==> config.mk <==
export PLATFORM = sky130hd
export DESIGN_NAME = branch_predictor
export DESIGN_NICKNAME = d
export VERILOG_FILES = /design/src/rtl/branch_predictor_pkg.sv /design/src/rtl/branch_predictor_sat_counter2.sv /design/src/rtl/branch_predictor.sv
export SDC_FILE = /design/constraint.sdc
export NUM_CORES = 2
export LEC_CHECK = 0
export ABC_CLOCK_PERIOD_IN_PS = 6700
export BUFFER_PORTS_ARGS = -buffer_cell sky130_fd_sc_hd__buf_2
export CAP_MARGIN = 40
export CORE_MARGIN = 8
export CORE_UTILIZATION = 55
export DETAILED_ROUTE_END_ITERATION = 16
export PLACE_DENSITY = 0.78
export SKIP_CTS_REPAIR_TIMING = 1
export SLEW_MARGIN = 20
export SYNTH_ARGS = -nofsm -noshare
export SYNTH_HDL_FRONTEND = slang
export SYNTH_SLANG_ARGS = --single-unit
==> constraint.sdc <==
create_clock -name clk -period 6.7 [get_ports clk]
set_input_delay 1.005 -clock clk [delete_from_list [all_inputs] [get_ports clk]]
set_output_delay 1.005 -clock clk [all_outputs]
set_load 0.1 [all_outputs]
==> src/rtl/branch_predictor_pkg.sv <==
// Shared constants for the branch predictor: 2-bit counter encodings,
// the index-width helper and the sequential PC increment.
package branch_predictor_pkg;

  localparam logic [1:0] CNT_SNT = 2'b00;
  localparam logic [1:0] CNT_WNT = 2'b01;
  localparam logic [1:0] CNT_WT  = 2'b10;
  localparam logic [1:0] CNT_ST  = 2'b11;

  localparam logic [31:0] PC_INC = 32'd4;

  function automatic int unsigned idx_width(input int unsigned entries);
    return $clog2(entries);
  endfunction

endpackage

==> src/rtl/branch_predictor_sat_counter2.sv <==
// Next-state logic for one 2-bit saturating direction counter.
module sat_counter2
  import branch_predictor_pkg::*;
(
  input  logic [1:0] cur,
  input  logic       taken,
  input  logic       force_strong,
  output logic [1:0] nxt
);

  always_comb begin
    nxt = cur;
    if (force_strong) begin
      nxt = CNT_ST;
    end else if (taken) begin
      if (cur != CNT_ST) nxt = cur + 2'd1;
    end else begin
      if (cur != CNT_SNT) nxt = cur - 2'd1;
    end
  end

endmodule

==> src/rtl/branch_predictor.sv <==
// Direct-mapped BHT + tagged BTB predictor with EX-stage redirect/flush.
// Optional performance counters are enabled with `define BRANCH_PERF_EN.
module branch_predictor
  import branch_predictor_pkg::*;
#(
  parameter int unsigned ENTRIES = 16,
  parameter int unsigned TAG_W   = 8
) (
  input  logic        clk,
  input  logic        reset,
  input  logic [31:0] if_pc,
  output logic        pred_taken,
  output logic [31:0] pred_target,
  input  logic        ex_branch,
  input  logic        ex_uncond,
  input  logic        ex_stall,
  input  logic [31:0] ex_pc,
  input  logic        ex_taken,
  input  logic [31:0] ex_target,
  input  logic        ex_pred_taken,
  input  logic [31:0] ex_pred_target,
  output logic        redirect,
  output logic [31:0] redirect_pc,
  output logic        flush
`ifdef BRANCH_PERF_EN
  ,
  output logic [31:0] perf_total,
  output logic [31:0] perf_taken,
  output logic [31:0] perf_mispredict
`endif
);

  localparam int unsigned IDX_W = idx_width(ENTRIES);
  localparam int unsigned TAG_LO = IDX_W + 2;

  logic [1:0]       cnt   [ENTRIES];
  logic [TAG_W-1:0] tag   [ENTRIES];
  logic [31:0]      tgt   [ENTRIES];
  logic [ENTRIES-1:0] valid;

  logic [IDX_W-1:0] if_idx, ex_idx;
  logic [TAG_W-1:0] if_tag, ex_tag;
  logic             hit;
  logic             resolve;
  logic             mispredict;
  logic [1:0]       cnt_nxt;

  assign if_idx = if_pc[IDX_W+1:2];
  assign ex_idx = ex_pc[IDX_W+1:2];
  assign if_tag = if_pc[TAG_LO+TAG_W-1:TAG_LO];
  assign ex_tag = ex_pc[TAG_LO+TAG_W-1:TAG_LO];

  // Lookup reads the registered table only, so a same-cycle update is not bypassed.
  assign hit         = valid[if_idx] && (tag[if_idx] == if_tag);
  assign pred_taken  = hit && cnt[if_idx][1];
  assign pred_target = pred_taken ? tgt[if_idx] : (if_pc + PC_INC);

  assign resolve    = ex_branch && !ex_stall && !reset;
  assign mispredict = resolve &&
                      ((ex_taken != ex_pred_taken) ||
                       (ex_taken && (ex_target != ex_pred_target)));

  assign redirect    = mispredict;
  assign flush       = mispredict;
  assign redirect_pc = mispredict ? (ex_taken ? ex_target : (ex_pc + PC_INC)) : '0;

  sat_counter2 u_sat (
    .cur          (cnt[ex_idx]),
    .taken        (ex_taken),
    .force_strong (ex_uncond),
    .nxt          (cnt_nxt)
  );

  always_ff @(posedge clk) begin
    if (reset) begin
      cnt   <= '{default: CNT_WNT};
      tag   <= '{default: '0};
      tgt   <= '{default: '0};
      valid <= '0;
    end else if (resolve) begin
      cnt[ex_idx] <= cnt_nxt;
      if (ex_taken) begin
        valid[ex_idx] <= 1'b1;
        tag[ex_idx]   <= ex_tag;
        tgt[ex_idx]   <= ex_target;
      end
    end
  end

`ifdef BRANCH_PERF_EN
  always_ff @(posedge clk) begin
    if (reset) begin
      perf_total      <= '0;
      perf_taken      <= '0;
      perf_mispredict <= '0;
    end else begin
      if (resolve)             perf_total      <= perf_total + 32'd1;
      if (resolve && ex_taken) perf_taken      <= perf_taken + 32'd1;
      if (mispredict)          perf_mispredict <= perf_mispredict + 32'd1;
    end
  end
`endif

endmodule

==> metrics.yaml <==
start_util_pct: 55.6
multi_input_area_um2: 16300
ios: 202
p_clk_share_pct: 45.5
worstMarginPinSlew_ps: 870
critPathMaxFanout: 43
hold_end: "tgt[300]$_SDFFE_PP0P_"
ys_types: 44
crit_arrival_ps: 4720
dr_wl_met2_um: 50000
ys_seq_elements: 688
htree_levels: 3
hold_start: "tgt[300]$_SDFFE_PP0P_"
top_layer: "met5"
swShare_pct: 24.8
ant_nets: 0
worstRegToRegCells: 6
die_y_um: 255
wl_met3_um: 13100
antenna_found_initial: 4
cts_tree: "done"
wire_per_inst_um: 24.0
rsz0062_at_grt: "no"
grt_max_degree: 122
syn_area_per_cell_um2: 8.39
drc: 0
criticalPathCategory: "in -> out"
slew_viol_final: 0
fp-row-count: 87
yosysWarnings: 0
internal_power_uw: 6600
die_w_um: 255
min_period_ps: 5730
clkLatencyLatePin_ps: 620
drt-pass1-iter-count: 9
syn_inst: 3748
endpoint_kind: "output port"
hold_class: "reg -> reg"
crit_required_ps: 5690
r2r_slack_ps: 4180
drive_gt1_share_pct: 17.3
drt_iter0_drc: 3963
fillers: 4674
numCtsBuffers: 70
slew_headroom_pct: 41.8
finalCritPeriodShare_pct: 85.5
port_buffers: 201
fin_nets: 3871
synthesis.nets: 3888
num_vias: 28365
grt_pass1_vias: 27240
wirelength_met1_um: 39600
track_usage_pct: 32.7
finalSetupViolations: 0
area_growth_pct: 12.0
core_um2: 56500
holdPathStages: 2
grt_pass1_wl_um: 163000
reg2reg_to: "cnt[3]$_SDFFE_PP0P_"
clockBufferDepth: 3
p_per_area_nw_per_um2: 249
timing.rr.start: "cnt[9]$_SDFFE_PP0P_"
holdWs_ps: 451
clockRootBuffer: "clkbuf_16"
hold_viol: 0
dp_hpwl_um: 65200
maxCapViolCount: 0
gp_congestion: 0.890
path_clk_slew_ps: 60
fin_skew_ps: 13.2
gr-total-overflow: 0
netlist_area_um2: 31400
seqPwrFrac_pct: 46.8
viasPerCell: 6.25
start_kind: "input pin"
power_leakage_uw: 0.0118
dieArea_um2: 65000
cts_sinks: 688
regArea_um2: 13800
ir_drop_uv: 174
setup_tns_ps: 0
ys_seq_area_share_pct: 43.8
p_sw_uw: 2180
pwr-share-comb_pct: 7.7
max_freq_mhz: 175
status: "complete, no violations"
wl_um: 109000
how the worst max path moves through the flow:
stage | from | slack [ps] | cells after the start | end
6_report | if_pc[5] | 970 | 11 | pred_target[2]
5_1_grt | if_pc[5] | 820 | 11 | pred_target[2]
4_1_cts | if_pc[5] | 970 | 11 | pred_target[2]
3_5_place_dp | if_pc[5] | 1040 | 11 | pred_target[2]
3_3_place_gp | if_pc[5] | 1130 | 11 | pred_target[2]
2_1_floorplan | ex_pc[4] | 650 | 7 | redirect_pc[29]
layout by cell type (no fill, tap or decap), drive strengths merged, types with 2 or more instances in the layout:
master   instances
nand2         1335
dfxtp          688
a21oi          680
buf            278
mux4           205
nor2           123
clkbuf          98
xnor2           46
xor2            45
nor3            39
mux2            34
nand3           32
a211oi          24
mux2i           23
inv             16
clkinv          15
nor4            15
nand4           11
and3            10
o21ai            8
or3              7
nand2b           6
and4             5
a311oi           5
ha               5
bufinv           5
o211ai           4
o22ai            4
diode            3
nor3b            2
o2111ai          2
maj3             2
per-layer routing:
layer / vias to the layer above / track usage (%)
li1: 12577 / -
met1: 13481 / 41.1
met2: 1900 / 52.6
met3: 403 / 7.18
met4: 4 / 17.5
met5: - / 0
flip-flops by register name (all words and copies together), names as in the netlist:
register,cells
tgt,512
valid,16
tag,128
cnt,32
stage by stage:
step / util [%] / power (uW) / instances / setup slack (ps) / instance area, um2
floorplan: - / 4660 / 3748 / 645 / 31400
global placement: 57.7 / 4840 / 4396 / 1130 / 32600
detailed placement: 58.1 / 4860 / 4412 / 1040 / 32800
CTS: 62.2 / 8760 / 4533 / 975 / 35100
global route: 62.3 / 8970 / 4537 / 819 / 35200
finish: 62.3 / 8780 / 4539 / 972 / 35200
power groups by stage:
stage,Clock (uW),Sequential [uW],Combinational [uW]
2_1_floorplan,0,4190,467
3_3_place_gp,0,4200,646
3_5_place_dp,0,4200,662
4_1_cts,3990,4110,664
5_1_grt,4160,4100,705
6_report,4000,4110,677
cells in the mapped netlist:
cell       count  share of area, %
buf_1          9              0.11
mux2i_1       23              0.73
inv_1         13              0.16
o21ai_1        1             0.016
dfxtp_1      688                44
mux4_2       196                14
buf_4          4             0.096
and3_1        10              0.20
ha_1           5              0.20
buf_6          5              0.18
o21ai_0        7              0.11
nor4_4         1             0.068
a211oi_1      24              0.57
nor4_1        14              0.28
nand4_1       11              0.22
a21o_1         1             0.024
nor2_1       123               1.5
a31oi_1        1             0.020
maj3_1         2             0.064
nand2b_1       6              0.12
a21oi_1      680                11
clkbuf_1     331               4.0
or3_1          7              0.14
o31ai_1        1             0.024
xnor2_1       46               1.3
nor3_1        38              0.61
nand3_1       32              0.51
and2_1         1             0.020
o2111ai_1      2             0.056
o22ai_1        4             0.080
o211ai_1       4             0.096
a311oi_1       5              0.14
nor3b_1        2             0.048
nand2_1     1335                16
mux2_2        33               1.2
buf_2         19              0.30
nand3b_1       1             0.024
xor2_1        45               1.3
nor2b_1        1             0.020
and4_1         5              0.14
o221a_2        1             0.036
mux4_1         9              0.75
mux2_1         1             0.036
nor3_2         1             0.032
area by class of cell:
| type | count | area share [%] |
|---|---|---|
| multi-input cells | 2679 | 46.3 |
| well taps | 756 | 2.69 |
| repair buffers | 279 | 5.20 |
| clock buffers | 97 | 5.78 |
| flip-flops and latches | 688 | 39.1 |
| diodes | 3 | 0.0213 |
| clock inverters | 24 | 0.786 |
| inverters | 13 | 0.139 |
worst max-delay path, stage by stage:
cell and delay (ps):
buf_4 600, buf_4 440, mux4_2 550, mux2i_1 200, xnor2_1 120, o22ai_1 260, nand3_1 170, nor4_4 140
buf_4 440, mux2i_1 270, buf_2 460
cell families after synthesis:
| family | share of synthesized area, % |
|---|---|
| and+or+nand+nor | 19.8 |
| muxes | 16.7 |
| adders and majority gates | 0.263 |
| buffers and inverters | 4.79 |
| AOI/OAI and AO/OA | 12.0 |
| DFF | 43.8 |
| xor gates and xnor gates | 2.54 |
Note: power is estimated with default switching activity, not from simulation.
